$ cat config.mk
export PLATFORM = sky130hd
export DESIGN_NAME = id_issue_queue
export DESIGN_NICKNAME = d
export VERILOG_FILES = /design/src/rtl/id_issue_queue.sv
export SDC_FILE = /design/constraint.sdc
export NUM_CORES = 1
export LEC_CHECK = 0
export CAP_MARGIN = 20
export CORE_MARGIN = 5
export CORE_UTILIZATION = 58
export CTS_BUF_LIST = sky130_fd_sc_hd__clkbuf_4 sky130_fd_sc_hd__clkbuf_8 sky130_fd_sc_hd__clkbuf_16
export DETAILED_ROUTE_END_ITERATION = 12
export GPL_TIMING_DRIVEN = 0
export PLACE_DENSITY = 0.79
export REMOVE_ABC_BUFFERS = 1
export SETUP_SLACK_MARGIN = 0.3
export SLEW_MARGIN = 20
export SYNTH_ARGS = -nofsm -noshare
export SYNTH_HDL_FRONTEND = slang
export SYNTH_SLANG_ARGS = --single-unit
export TNS_END_PERCENT = 10
$ cat constraint.sdc
create_clock -name clk -period 7.3 [get_ports clk]
set_input_delay 0.73 -clock clk [delete_from_list [all_inputs] [get_ports clk]]
set_output_delay 0.73 -clock clk [all_outputs]
set_load 0.005 [all_outputs]
$ cat src/rtl/id_issue_queue.sv
// id_issue_queue: in-order decode/issue queue with per-register pending-write scoreboard
module id_issue_queue #(
  parameter int DEPTH = 4,
  parameter int CNT_W = 2
) (
  input  logic                   clk,
  input  logic                   reset,
  input  logic                   in_valid,
  output logic                   in_ready,
  input  logic [31:0]            in_inst,
  input  logic [31:0]            in_pc,
  output logic                   out_valid,
  input  logic                   EX_allow_in,
  output logic [31:0]            out_inst,
  output logic [31:0]            out_pc,
  output logic [4:0]             out_raddr1,
  output logic [4:0]             out_raddr2,
  output logic [4:0]             out_dest,
  output logic                   out_rf_we,
  input  logic                   wb_we,
  input  logic [4:0]             wb_waddr,
  input  logic                   br_flush,
  input  logic                   ex_flush,
  output logic [$clog2(DEPTH):0] count
);
  localparam int AW = $clog2(DEPTH);
  logic [31:0] inst_q [DEPTH];
  logic [31:0] pc_q [DEPTH];
  logic [AW:0] wp, rp;
  logic [CNT_W-1:0] cnt [32];
  logic [CNT_W-1:0] eff [32];
  logic [31:0] wb_hit, wb_dec;
  logic [4:0] rd, rj, rk;
  logic [5:0] op6;
  logic is_b, is_bl, is_jirl, is_bcc, is_st, is_ld, is_imm, is_lu, is_pca;
  logic is_csr, is_crd, is_cwr, is_cxc, is_sys, is_ertn;
  logic uses_rj, src2_rd, src2_none, empty, full, hazard, fire, issue_w, enq;

  assign count    = wp - rp;
  assign empty    = count == '0;
  assign full     = count == (AW+1)'(DEPTH);
  assign in_ready = !full;
  assign out_inst = inst_q[rp[AW-1:0]];
  assign out_pc   = pc_q[rp[AW-1:0]];

  assign rd  = out_inst[4:0];
  assign rj  = out_inst[9:5];
  assign rk  = out_inst[14:10];
  assign op6 = out_inst[31:26];
  assign is_b    = op6 == 6'h14;
  assign is_bl   = op6 == 6'h15;
  assign is_jirl = op6 == 6'h13;
  assign is_bcc  = op6 >= 6'h16 && op6 <= 6'h1b;
  assign is_st   = out_inst[31:24] == 8'h29;
  assign is_ld   = out_inst[31:24] == 8'h28 || out_inst[31:24] == 8'h2a;
  assign is_imm  = out_inst[31:25] == 7'h01 || out_inst[31:20] == 12'h004;
  assign is_lu   = out_inst[31:25] == 7'h0a;
  assign is_pca  = out_inst[31:25] == 7'h0e;
  assign is_csr  = out_inst[31:24] == 8'h04;
  assign is_crd  = is_csr && rj == 5'd0;
  assign is_cwr  = is_csr && rj == 5'd1;
  assign is_cxc  = is_csr && rj > 5'd1;
  assign is_sys  = out_inst[31:15] == 17'h00056;
  assign is_ertn = out_inst == 32'h06483800;

  assign uses_rj   = !(is_b || is_bl || is_lu || is_pca || is_crd || is_cwr || is_sys || is_ertn);
  assign src2_rd   = is_st || is_bcc || is_cwr || is_cxc;
  assign src2_none = is_imm || is_ld || is_jirl || is_b || is_bl || is_lu || is_pca || is_crd || is_sys || is_ertn;
  assign out_raddr1 = uses_rj ? rj : 5'd0;
  assign out_raddr2 = src2_rd ? rd : src2_none ? 5'd0 : rk;
  assign out_rf_we  = !(is_st || is_bcc || is_b || is_sys || is_ertn);
  assign out_dest   = is_bl ? 5'd1 : rd;

  // a retiring WB frees its register in the same cycle, so dependents see the post-WB count
  always_comb begin
    for (int r = 0; r < 32; r++) begin
      wb_hit[r] = wb_we && wb_waddr == 5'(r) && r != 0;
      wb_dec[r] = wb_hit[r] && cnt[r] != '0;
      eff[r]    = cnt[r] - CNT_W'(wb_dec[r]);
    end
  end

  assign hazard    = eff[out_raddr1] != '0 || eff[out_raddr2] != '0 || (out_rf_we && eff[out_dest] == '1);
  assign out_valid = !empty && !hazard && !br_flush && !ex_flush;
  assign fire      = out_valid && EX_allow_in;
  assign issue_w   = fire && out_rf_we;
  assign enq       = in_valid && in_ready && !br_flush && !ex_flush;

  always_ff @(posedge clk or posedge reset) begin
    if (reset) begin
      wp <= '0;
      rp <= '0;
      for (int r = 0; r < 32; r++) cnt[r] <= '0;
    end else begin
      wp <= wp + (AW+1)'(enq);
      rp <= (br_flush || ex_flush) ? wp : rp + (AW+1)'(fire);
      for (int r = 0; r < 32; r++)
        cnt[r] <= ex_flush ? '0 :
                  (issue_w && out_dest == 5'(r) && r != 0 && !wb_hit[r]) ? cnt[r] + 1'b1 :
                  (wb_dec[r] && !(issue_w && out_dest == 5'(r))) ? cnt[r] - 1'b1 : cnt[r];
    end
  end

  always_ff @(posedge clk) begin
    if (enq) begin
      inst_q[wp[AW-1:0]] <= in_inst;
      pc_q[wp[AW-1:0]]   <= in_pc;
    end
  end
endmodule

Yosys cells after proc, flatten, opt, wreduce, memory -nomap -nowiden:

Memory sizes are Yosys's and may differ from the RTL's.
Cells that the tools add are included.

* register bits after elaboration: 70
* bits in writable memories: 256
* input port bits: 76
* output and inout bits: 85
* logic and storage cells: 658
* memories kept: 2

Memory list
* inst_q: depth 4, bits a word 32, rd ports 1, clocked after Yosys merged registers in 0, wr ports 1, RTL line 27 `logic [31:0] inst_q [DEPTH];`
* pc_q: depth 4, bits a word 32, rd ports 1, clocked after Yosys merged registers in 0, wr ports 1, RTL line 28 `logic [31:0] pc_q [DEPTH];`

* add/sub/neg operators: 96
* $lt $le $gt $ge: 6
* eq/ne operators: 78
* multiplexer cells: 110
* bitwise gates (word level): 3
* reductions and logical operators: 329

Operators with widths (number)
* 2-to-1 mux 2 bit: 100
* logical AND 1 bit: 168
* == test 5 bit (second input constant): 32
* nonzero test 3 bit: 31
* == test 5 x 4 -> 1 bit (second input constant): 16
* zero test 1 bit: 68
* nonzero test 2 bit: 33
* adder 2 x 1 -> 2 bit (second input constant): 31
* subtractor 2 x 1 -> 2 bit: 31
* subtractor 2 x 1 -> 2 bit (second input constant): 31
* == test 5 x 3 -> 1 bit (second input constant): 8
* == test 32 x 27 -> 1 bit (second input constant): 1
* binary-select mux 2 bit (select 5 bit): 3
* logical OR 1 bit: 27
* == test 8 x 6 -> 1 bit (second input constant): 3
* == test 5 x 2 -> 1 bit (second input constant): 4
* 2-to-1 mux 5 bit: 4
* == test 6 x 5 -> 1 bit (second input constant): 3
* >= comparator 6 bit (second input constant): 3
* inverter 5 -> 6 bit: 3
* == test 17 x 7 -> 1 bit (second input constant): 1
* == test 5 x 1 -> 1 bit (second input constant): 3
* == test 7 x 4 -> 1 bit (second input constant): 2
* == test 12 x 3 -> 1 bit (second input constant): 1
* other kinds (13): 15

Depth between registers and ports, before layout:

An unclocked memory read counts as a cell.

* depth in word-level cells: 33
* depth in mapped cells: 26
* depth with buffers taken out: 21

Worst setup path before layout:

Ideal clock, no wire load.

* path kind: register -> register
* start: register wp[0]
* end: memory inst_q[2][0], enable pin
* setup time: 0.565 ns
* arrival: 5.983 ns
* data required time: 6.735 ns
* setup slack: 0.752 ns
* stages on the path, launching flop included: 9
* path buffers: 0
* period minus slack after synthesis: 6.548 ns
* cells stage by stage: dfrtp_1 -> inv_1 -> ha_1 -> fa_1 -> xnor2_1 -> xnor2_1 -> nand3_1 -> nand3_1 -> nor3_1

* word-level cells in the longest chain between the ends: 8

Ends and longest elaborated chain
* start, declared: RTL line 29 `logic [AW:0] wp, rp;`
* start signal, assigned: RTL line 95 `wp <= wp + (AW+1)'(enq);`
* subtractor 3 bit: RTL line 39 `assign count = wp - rp;`
* via count[2]: RTL line 24 `output logic [$clog2(DEPTH):0] count`
* == test 3 bit: RTL line 41 `assign full = count == (AW+1)'(DEPTH);`
* zero test 1 bit: RTL line 42 `assign in_ready = !full;`
* via in_ready: RTL line 9 `output logic in_ready,`
* logical AND 1 bit (3 in series): RTL line 87 `assign enq = in_valid && in_ready && !br_flush && !ex_flush;`
* 2-to-1 mux 1 bit: RTL line 105 `if (enq) begin`
* 2-to-1 mux 1 bit (implied by the code): RTL line 106 `inst_q[wp[AW-1:0]] <= in_inst;`
* end, declared: RTL line 27

The timed path passes the listed nets, and every way through them passes these cells.

Worst setup path after layout:

* start: input wb_waddr[0]
* end: output out_valid

* word-level cells in the longest chain between the ends: 14
* elaborated cells on any way between the ends: 143
* those cells by class: add/sub (31); eq/ne (32); mux (9); reduce/logical (71)

Ends and longest elaborated chain
* start, declared: RTL line 21 `input logic [4:0] wb_waddr,`
* == test 5 bit, or another cell as far along: RTL line 77 `wb_hit[r] = wb_we && wb_waddr == 5'(r) && r != 0;`
* logical AND 1 bit: RTL line 77
* logical AND 1 bit: RTL line 78 `wb_dec[r] = wb_hit[r] && cnt[r] != '0;`
* subtractor 2 x 1 -> 2 bit: RTL line 79 `eff[r] = cnt[r] - CNT_W'(wb_dec[r]);`
* binary-select mux 2 bit (select 5 bit): RTL line 83 `assign hazard = eff[out_raddr1] != '0 || eff[out_raddr2] != '0 || (out_rf_we && eff[out_dest] == '1);`
* 2-to-1 mux 2 bit (implied by the code) (2 in series): RTL line 83
* == test 2 bit or nonzero test 2 bit (tied branches): RTL line 83
* logical AND 1 bit or logical OR 1 bit (tied branches): RTL line 83
* logical OR 1 bit *: RTL line 83
* zero test 1 bit *: RTL line 84 `assign out_valid = !empty && !hazard && !br_flush && !ex_flush;`
* logical AND 1 bit * (3 in series): RTL line 84
* end, declared: RTL line 12 `output logic out_valid,`

Every way passes the cells marked *; elsewhere a longest branch is shown, timed or not. The select of a mux whose other input is x is not followed.

==> impl_results.md <==
- Most frequent cells in the layout: 256 x edfxtp_1, 159 x clkdlybuf4s50_1, 111 x nor2_1
- Logic pwr share: 41.3%
- Status: finished, final reports clean
- Via Count: 12626
- 1st-pass router iterations: 5
- Worst Tran Pin Value: 0.971 ns
- # IOs: 161
- CP startpoint: wb_waddr[0]
- Post-synth top flop: edfxtp_1
- Slew margin rel.: 35.1%
- Critical register-to-register path startpoint: rp[0]
- Worst Skew: 0.0162 ns
- Nets: 1615
- Total track usage: 29.3%
- Buf+Inv Stages, Crit Path: 3
- First-pass GRT wire length: 74700 µm
- Initial antenna violation count: 2
- Cell mode on critical path: clkdlybuf4s50_1
- Hold slack: 0.513 ns
- Setup TNS Final: 0 ns
- Worst path slowest cell: clkdlybuf4s50_1
- Library cells used by synthesis: 99
- Pint: 4.60 mW
- DPL Wire Length: 32000 µm
- LEAKAGE: 7.03 nW
- Dpl cell area: 0.0190 mm²
- Clock Latency Late Sink: 0.54 ns
- Core region area: 0.0287 mm²
- Final Cell Area: 0.0204 mm²
- Min-delay worst type: flip-flop to flip-flop
- Reg clk slew, reported paths: 0.06 ns
- Hold_buf cts: 0
- Arr. time, crit path: 5.99 ns
- YS warnings: 0
- Max_cap viols: 0
- CTS tree: yes
- Final core utilization: 70.9%
- Syn_area_per_cell: 12.7 µm²
- Worst path top cell family by delay: compound AO/OA/AOI/OAI gates
- Power density cells: 351 mW/mm²
- Stages on the worst setup path: 17
- Vias in the first global route: 12491
- Critical path type: input pin to output port
- Final hold viol count: 0
- Startpoint Class: input pin
- Largest net degree at the start of global routing: 65
- Gr ovfl total: 0
- CP required: 6.57 ns
- Max clock buf depth: 3
- Die extent in x: 180 µm
- Peak Freq: 149 MHz
- Crit path largest cell delay: 0.97 ns
- CP cell instances: clkdlybuf4s50_1, nand2b_1, nor4_1, a21boi_0, ha_1, xnor2_1, nor2_1, a2111oi_0, a211oi_1, a22oi_1, a221oi_1, o31a_1, a211o_1, a31oi_2, nand3_4, inv_1, clkdlybuf4s50_1
- CTS Buf Count: 35
- Clock power share: 27.6%
- Crit-path max FO: 18
- Htree depth: 2
- N_diodes: 0
- Register-to-register setup slack: 0.70 ns
- Final Max Tran Viols: 0
- Total clock sinks: 324
- Minimum clock period after layout: 6.72 ns
- Root buf cell: clkbuf_16
- Switching share of total power: 35.6%
- CP Capture Point: out_valid
- Synth Instances: 1320
- Buffers on Ports: 160
- P_sw: 2.54 mW
- Post-synth EDFFs: 256
- Setup violators final: 0
- Share of cells above drive strength 1: 14.8%
- GP Congestion: 0.929
- Worst VDD drop: 0.297 mV
- Worst r2r path cells: 15
- Filler Cell Count: 1871
- Commonest non-fill, non-tap cell in the layout: edfxtp_1
- 1st-iter DRT viols: 1485
- Initial Utilization: 58.6%
- Vias per inst: 6.61
- Post-synthesis sequential area ratio: 55.8%
- Worst r2r dst: cnt[14]
- Layout overhead on the synthesized area: 20.9%
- Drt total wl: 48900 µm
- Post-synth ARST share: 21.0%
- Final cycle utilization of the critical path: 92.0%
- Die height: 180 µm
- Post-synthesis register bit count: 324
- Synthesized cell area: 0.0168 mm²
- DRT antenna net count: 0
- Share of power burned in registers: 31.1%
- Per-cell routed wire length: 25.6 µm
- Full die area: 0.0325 mm²
- Unrepaired setup endpoints after global routing: false
- Residual DRC count: 0
- Worst Setup End Kind: output port
- Num rows: 62
[registers in the layout (all words and copies together), names as in the netlist]
register / count
cnt: 62
wp: 3
inst_q: 128
pc_q: 128
rp: 3
[final cells by class]
class	count	area, µm²	share of cell area [%]
clock inverter	23	359	1.76
inverter	68	260	1.28
sequential	324	9400	46.2
tap	384	480	2.36
timing repair buffer	198	1990	9.80
multi-input combinational	875	6960	34.2
clock buffer	39	906	4.45
[power groups by stage]
stage	clock, mW	combinational, mW	sequential (mW)
after floorplan	0	1.47	2.32
after global placement	0	2.63	2.40
after detailed placement	0	2.81	2.25
after CTS	1.99	2.90	2.22
after global routing	2.08	3.09	2.24
final	1.97	2.95	2.22
[routing by layer]
layer  track usage, %  up-vias  wire [µm]
li1                 -     5529          -
met1             37.4     6219      18300
met2             49.1      727      24000
met3             7.15      147       4680
met4             11.0        4       1940
met5                0        -         27
[logic make-up (layout without fill, tap and decap cells)]
kind of cell    count (synthesis)  count (layout)  share of synthesized area [%]
compound gates                266             266                           11.5
xor+xnor                       40              40                           2.08
flops                         324             324                           55.8
simple gates                  443             444                           14.6
mux                            88              88                           10.1
fa+ha+maj                      37              37                           2.80
buf+inv                       122             328                           3.20
[worst reg2reg max path, stage by stage, from the launching register on]
cell	delay, ns
dfrtp_4	0.63
buf_16	0.30
buf_12	0.26
mux4_2	0.69
nor2b_1	0.42
nand2_1	0.33
nand2_2	0.38
inv_1	0.30
and3_1	0.26
o31a_1	0.28
a211o_1	0.25
a31oi_2	0.40
nand4_2	0.71
nor2_2	0.68
nand2_1	0.19
mux2_1	0.38
[worst min path at each step]
| stage | start | to | slack [ns] | depth (start not counted) |
|---|---|---|---|---|
| final | cnt[20] | cnt[20] | 0.51 | 1 |
| after global routing | cnt[54] | cnt[54] | 0.55 | 1 |
| after CTS | cnt[20] | cnt[20] | 0.51 | 1 |
| after detailed placement | cnt[20] | cnt[20] | 0.50 | 1 |
| after floorplan | cnt[20] | cnt[20] | 0.46 | 1 |
| after global placement | cnt[54] | cnt[54] | 0.50 | 1 |
[per-stage QoR]
step                      setup WS (ns)  total power [mW]  std cells
after floorplan                   -1.39              3.79       1266
after global placement            -5.69              5.04       1810
after detailed placement        -0.0201              5.06       1846
after CTS                         0.488              7.12       1910
after global routing              0.311              7.41       1911
final                             0.585              7.14       1911
[synth_stat cells (8+ instances only)]
cell type  instances  share of area [%]
clkbuf_1          28               0.62
o211ai_1          13               0.58
buf_6              8               0.54
nor3_1            45                1.3
a211oi_1          36                1.6
inv_1             65                1.4
buf_2             11               0.33
nor2_1           112                2.5
mux4_2            64                8.6
nand3_1           29               0.86
a31oi_1           12               0.45
nor4_2            11               0.82
nor2b_1           17               0.63
o21a_1            26                1.2
o31a_1             9               0.47
and3_1            21               0.78
o31ai_1           10               0.45
dfrtp_1           68                 10
xnor2_1           38                2.0
mux2i_1           16               0.95
edfxtp_1         256                 46
ha_1              36                2.7
nand2_1           91                2.0
nand2b_1          10               0.37
a21oi_1           55                1.6
nor4_1            15               0.56
o21ai_0           25               0.74
nand4_1           15               0.56
nor3b_1           11               0.49
[timing repair]
action / CTS / global route
endpoints found under the setup margin: 1 / 9
gates cloned: 1 / 0
setup buffers: 1 / 1
gates resized for setup: 4 / 2
pin swaps: 0 / 1
Power figures use the tool's default switching activity.
